==> config.mk <==
export PLATFORM = sky130hd
export DESIGN_NAME = hub75_bcm_scan_ctrl
export DESIGN_NICKNAME = d
export VERILOG_FILES = /design/src/rtl/hub75_bcm_scan_ctrl.sv
export SDC_FILE = /design/constraint.sdc
export NUM_CORES = 1
export LEC_CHECK = 0
export BUFFER_PORTS_ARGS = -buffer_cell sky130_fd_sc_hd__buf_2
export CAP_MARGIN = 10
export CORE_MARGIN = 2
export CORE_UTILIZATION = 44
export CTS_CLUSTER_SIZE = 16
export DETAILED_ROUTE_END_ITERATION = 16
export GPL_ROUTABILITY_DRIVEN = 0
export GPL_TIMING_DRIVEN = 0
export PLACE_DENSITY = 0.68
export RECOVER_POWER = 25
export SETUP_SLACK_MARGIN = 0.05
export SLEW_MARGIN = 20
export SYNTH_ARGS = -nofsm -noshare
export SYNTH_HDL_FRONTEND = slang
export SYNTH_SLANG_ARGS = --single-unit
export TNS_END_PERCENT = 100
==> constraint.sdc <==
create_clock -name clk -period 2.25 [get_ports clk]
set_input_delay 0.45 -clock clk [delete_from_list [all_inputs] [get_ports clk]]
set_output_delay 0.45 -clock clk [all_outputs]
set_load 0.02 [all_outputs]
==> src/rtl/hub75_bcm_scan_ctrl.sv <==
// rtl/hub75_bcm_scan_ctrl.sv - HUB75 scan/BCM sequencer; define HUB75_GHOST_BLANK_EN to move the row change ahead of the latch
module hub75_bcm_scan_ctrl #(
    parameter int COLS    = 64,
    parameter int ROWS    = 32,
    parameter int BPC     = 4,
    parameter int GHOST_T = 2
) (
    input  logic                                  clk,
    input  logic                                  rst,
    input  logic                                  tick,
    input  logic                                  enable,
    input  logic [7:0]                            brightness,
    output logic                                  fb_rd_en,
    output logic [$clog2(ROWS)+$clog2(COLS)-1:0]  fb_addr,
    input  logic [6*BPC-1:0]                      fb_data,
    output logic                                  H75_R1,
    output logic                                  H75_G1,
    output logic                                  H75_B1,
    output logic                                  H75_R2,
    output logic                                  H75_G2,
    output logic                                  H75_B2,
    output logic                                  H75_A,
    output logic                                  H75_B,
    output logic                                  H75_C,
    output logic                                  H75_D,
    output logic                                  H75_E,
    output logic                                  H75_Clk,
    output logic                                  H75_Lat,
    output logic                                  H75_OE,
    output logic                                  frame_done
);

    localparam int COL_W   = $clog2(COLS);
    localparam int ROW_W   = $clog2(ROWS);
    localparam int PL_W    = (BPC > 1) ? $clog2(BPC) : 1;
    localparam int DW      = 8 + BPC;
    localparam int SH_W    = COL_W + 2;
    localparam int BC_W    = $clog2(GHOST_T + 2);
`ifdef HUB75_GHOST_BLANK_EN
    localparam int BLANK_LAST = GHOST_T;
`else
    localparam int BLANK_LAST = 0;
`endif

    typedef enum logic [2:0] {
        S_IDLE,
        S_SHIFT,
        S_WAIT,
        S_BLANK,
        S_LATCH,
        S_UNBLANK
    } state_t;

    state_t            state;
    state_t            state_nxt;
    logic [SH_W-1:0]   sh_cnt;
    logic [ROW_W-1:0]  shift_row;
    logic [ROW_W-1:0]  row_addr;
    logic [PL_W-1:0]   plane;
    logic [DW-1:0]     disp_cnt;
    logic [DW-1:0]     disp_load;
    logic [BC_W-1:0]   blank_cnt;
    logic              lat_ph;
    logic [5:0]        col_q;
    logic [4:0]        row_pad;
    logic              shift_done;
    logic              blank_done;
    logic              ub_first;

    assign shift_done = (sh_cnt == SH_W'(2 * COLS));
    assign blank_done = (blank_cnt == BC_W'(BLANK_LAST));
    assign disp_load  = (DW'(brightness) + DW'(1)) << plane;
    // First UNBLANK tick is the one where OE is still high with a fresh on-time loaded.
    assign ub_first   = H75_OE && (disp_cnt != '0);

    assign row_pad = 5'(row_addr);
    assign {H75_E, H75_D, H75_C, H75_B, H75_A} = row_pad;
    assign {H75_B2, H75_G2, H75_R2, H75_B1, H75_G1, H75_R1} = col_q;

    always_ff @(posedge clk or posedge rst) begin
        if (rst) begin
            state <= S_IDLE;
        end else begin
            state <= state_nxt;
        end
    end

    always_comb begin
        state_nxt = state;
        if (tick) begin
            case (state)
                S_IDLE:    if (enable) state_nxt = S_SHIFT;
                S_SHIFT:   if (shift_done) state_nxt = S_WAIT;
                S_WAIT:    if (disp_cnt == '0) state_nxt = S_BLANK;
                S_BLANK:   if (blank_done) state_nxt = S_LATCH;
                S_LATCH:   if (lat_ph) state_nxt = S_UNBLANK;
                S_UNBLANK: begin
                    if (ub_first) begin
                        if (enable) state_nxt = S_SHIFT;
                    end else if (disp_cnt == '0) begin
                        state_nxt = S_IDLE;
                    end
                end
                default:   state_nxt = S_IDLE;
            endcase
        end
    end

    always_ff @(posedge clk or posedge rst) begin
        if (rst) begin
            fb_rd_en   <= 1'b0;
            fb_addr    <= '0;
            frame_done <= 1'b0;
            H75_Clk    <= 1'b0;
            H75_Lat    <= 1'b0;
            H75_OE     <= 1'b1;
            col_q      <= '0;
            row_addr   <= '0;
            shift_row  <= '0;
            plane      <= '0;
            disp_cnt   <= '0;
            sh_cnt     <= '0;
            blank_cnt  <= '0;
            lat_ph     <= 1'b0;
        end else begin
            fb_rd_en   <= 1'b0;
            frame_done <= 1'b0;
            if (tick) begin
                // On-time counts down only while the panel is actually lit.
                if (!H75_OE && disp_cnt != '0) begin
                    disp_cnt <= disp_cnt - DW'(1);
                    if (disp_cnt == DW'(1)) H75_OE <= 1'b1;
                end
                case (state)
                    S_SHIFT: begin
                        if (shift_done) begin
                            H75_Clk <= 1'b0;
                            sh_cnt  <= '0;
                        end else if (!sh_cnt[0]) begin
                            fb_rd_en <= 1'b1;
                            fb_addr  <= {shift_row, sh_cnt[COL_W:1]};
                            H75_Clk  <= 1'b0;
                            sh_cnt   <= sh_cnt + SH_W'(1);
                        end else begin
                            for (int k = 0; k < 6; k++) begin
                                col_q[k] <= fb_data[k*BPC + int'(plane)];
                            end
                            H75_Clk <= 1'b1;
                            sh_cnt  <= sh_cnt + SH_W'(1);
                        end
                    end
                    S_BLANK: begin
                        H75_OE <= 1'b1;
`ifdef HUB75_GHOST_BLANK_EN
                        if (blank_cnt == '0) row_addr <= shift_row;
`endif
                        if (blank_done) begin
                            blank_cnt <= '0;
                        end else begin
                            blank_cnt <= blank_cnt + BC_W'(1);
                        end
                    end
                    S_LATCH: begin
                        if (!lat_ph) begin
                            H75_Lat  <= 1'b1;
                            lat_ph   <= 1'b1;
                            disp_cnt <= disp_load;
`ifndef HUB75_GHOST_BLANK_EN
                            row_addr <= shift_row;
`endif
                            frame_done <= (plane == PL_W'(BPC - 1)) &&
                                          (shift_row == ROW_W'(ROWS - 1));
                        end else begin
                            H75_Lat <= 1'b0;
                            lat_ph  <= 1'b0;
                        end
                    end
                    S_UNBLANK: begin
                        if (ub_first) begin
                            H75_OE <= 1'b0;
                            if (plane == PL_W'(BPC - 1)) begin
                                plane     <= '0;
                                shift_row <= shift_row + ROW_W'(1);
                            end else begin
                                plane <= plane + PL_W'(1);
                            end
                        end
                    end
                    default: ;
                endcase
            end
        end
    end

endmodule
==> out/metrics.cfg <==
[yosys]
synth_xor_xnor_area_share_pct=2.48
synth_nets=394
seq_area_frac_synth_pct=41.9
yosys.area_share.adder_pct=3.90
async_flop_share_pct=100
netlist_area_um2=3530
synth_ff_type=dfrtp_1
synth-seq-cells=59
synth_edf_count=0
ys_types=67
synthMuxAreaShare_pct=13.3
synth_warnings=0
yosys.area_share.simple_pct=18.6
synthCells=347
avgSynthCellArea_um2=10.2
synth-compound-area-share_pct=15.6
synth_top_family_by_area=simple AND/OR/NAND/NOR gates

[sta]
finalCritPeriodShare_pct=94.3
maxSlewHeadroom_pct=36.3
rsz0062_at_grt=yes
hold_viol_final=0
worst_slew_pin_slew_ns=0.956
skew_ns=0.00850
slew_violations=0
fin_tns_setup_ns=0
period_needed_ns=2.12
setup_violations=0
max_freq_mhz=471

[cells_and_area]
stdcell_count=529
syn_to_final_growth_pct=20.4
drive_gt1_share_pct=33.7
final_cell_area_um2=4250
layout.nets=469
diodes=0

[floorplanning]
core_um2=7730
die_height_um=93.5
io_pins=63
chipWidth_um=93.5
die_area_um2=8750
start_util_pct=45.6
fp-row-count=32

[worst_setup_path]
crit_type=reg2reg
arrival_ns=2.40
critPathMaxFanout=10
worstSetupEndpointType=register
critPathLaunchType=register
required_ns=2.52

[global_routing]
antenna_found_initial=0
grt_max_degree=40
grt_use_met2_pct=30.6
grt_pass1_vias=2850
grt.overflow.total=0
grt_first_pass_wirelength_mm=13.7
grt_use_met1_pct=27.9
grtUsageMet3_pct=3.63
top_usage_layer=met2
track_usage_pct=19.9

[route]
drt_first_iter_violations=261
wl_per_cell_um=15.9
final_antenna_net_count=0
num_vias=3037
vias_per_cell=5.74
firstDrtPassIters=6
wl_mm=8.39
drc=0

[cts]
htree_levels=3
cts.reportedPaths.clkPinSlew_ns=0.07
cts_sinks=59
cts_tree=done
clk_latency_ns=0.34
cts_hold_buf=0
clockBufferDepth=2
root_buffer=clkbuf_8
numCtsBuffers=9

[pwr]
powerDensity_nw_per_um2=1010
vdd_drop_max_uv=458
p_leak_nw=1.98

[worst_hold_path]
hold_path_class=in2async

[placement]
port_buffers=60
placed_cells=510
placed_area_um2=3980
dp_hpwl_mm=6.07

[status]
status=completed

[run]
maxCapViolations=0

==> layout make-up <==
class	instances	area [µm²]
fillers	690	3480
multi-input cells	253	1960
flip-flops and latches	59	1480
repair buffers	65	335
well taps	102	128
clock buffers	9	124
plain buffers	20	96.3
clock inverters	7	76.3
inverters	14	53.8
==> state kept, by name, indices dropped and copies added (netlist names), 2 cells and up <==
name and flops:
blank_cnt 2, col_q 6, disp_cnt 12, fb_addr 11, plane 2, row_addr 5
sh_cnt 8, shift_row 5, state 3
==> kinds of logic (layout without fill, tap and decap cells) <==
group,after synthesis,in the layout
flip-flops,59,59
AND/OR/NAND/NOR,120,120
multiplexers,35,35
adder cells (fa/ha/maj),11,11
XOR/XNOR,10,10
buffers and inverters,35,115
AO/OA/AOI/OAI,77,77
==> cells in the mapped netlist (8+ instances only) <==
master / count / share of area, %
dfrtp_1: 58 / 41
nand2_1: 32 / 3.4
nand3_1: 8 / 1.1
a21oi_1: 10 / 1.4
buf_2: 9 / 1.3
mux2_2: 22 / 7.0
nor2_1: 27 / 2.9
inv_1: 12 / 1.3
a311oi_1: 8 / 2.0
o21ai_0: 15 / 2.1
ha_1: 11 / 3.9
==> cell usage in the layout, fill, tap and decap left out, drive strengths merged, types with 5 or more instances in the layout <==
cell type,count
o31ai,5
a31oi,5
clkbuf,18
mux4,7
nor2b,7
inv,13
xnor2,6
o21ai,15
a21oi,10
nor4,6
nor2,28
nor3,5
a311oi,8
nand3,8
nand4,6
and3,6
mux2,24
or3,5
ha,11
a211oi,5
nand2,32
buf,76
dfrtp,58
==> critical path, cell delays in order (launching register included) <==
cell and delay, ns:
dfrtp_1 0.39, buf_2 0.19, or4b_1 0.55, buf_2 0.23
a2111oi_1 0.50, o32a_1 0.21
==> final timing paths <==
check | cells past startpoint | slack, ns | end | start
setup / recovery | 5 | 0.13 | disp_cnt[1] | state[0]
hold / removal | 2 | 0.24 | col_q[0] | rst
setup reg to reg | 5 | 0.13 | disp_cnt[1] | state[0]
hold reg to reg | 2 | 0.48 | row_addr[0] | row_addr[0]
max in group asynchronous | 3 | 0.63 | shift_row[1] | rst
min in group clk | 2 | 0.34 | state[2] | enable
==> power breakdown <==
part           leakage (nW)  internal (mW)  switching, mW
clock                0.0958          0.516          0.467
combinational          1.11          0.759          0.993
sequential            0.767           1.31          0.242
total                  1.98           2.58           1.70
==> what timing repair did <==
action	4_1_cts	5_1_grt
endpoints found under the hold margin	0	0
resized for setup	2	12
setup endpoints to repair	21	29
pin swaps	1	1
buffers inserted	1	3
cloned	0	0
==> per-layer routing <==
metal,vias up,part of all wire [%]
met2,96,47
met5,-,0
li1,1464,-
met4,0,1.4
met3,10,5.6
met1,1467,46
==> stage by stage <==
step / hold slack [ns] / util [%] / setup WS [ns] / total power, mW
2_1_floorplan: 0.474 / - / 0.213 / 2.75
3_3_place_gp: 0.456 / 51.2 / -0.396 / 3.14
3_5_place_dp: 0.424 / 51.5 / -0.0397 / 3.20
4_1_cts: 0.0551 / 54.2 / 0.0292 / 4.21
5_1_grt: 0.321 / 55.0 / 0.0355 / 4.58
6_report: 0.240 / 55.0 / 0.129 / 4.28
Power figures use the tool's default switching activity.
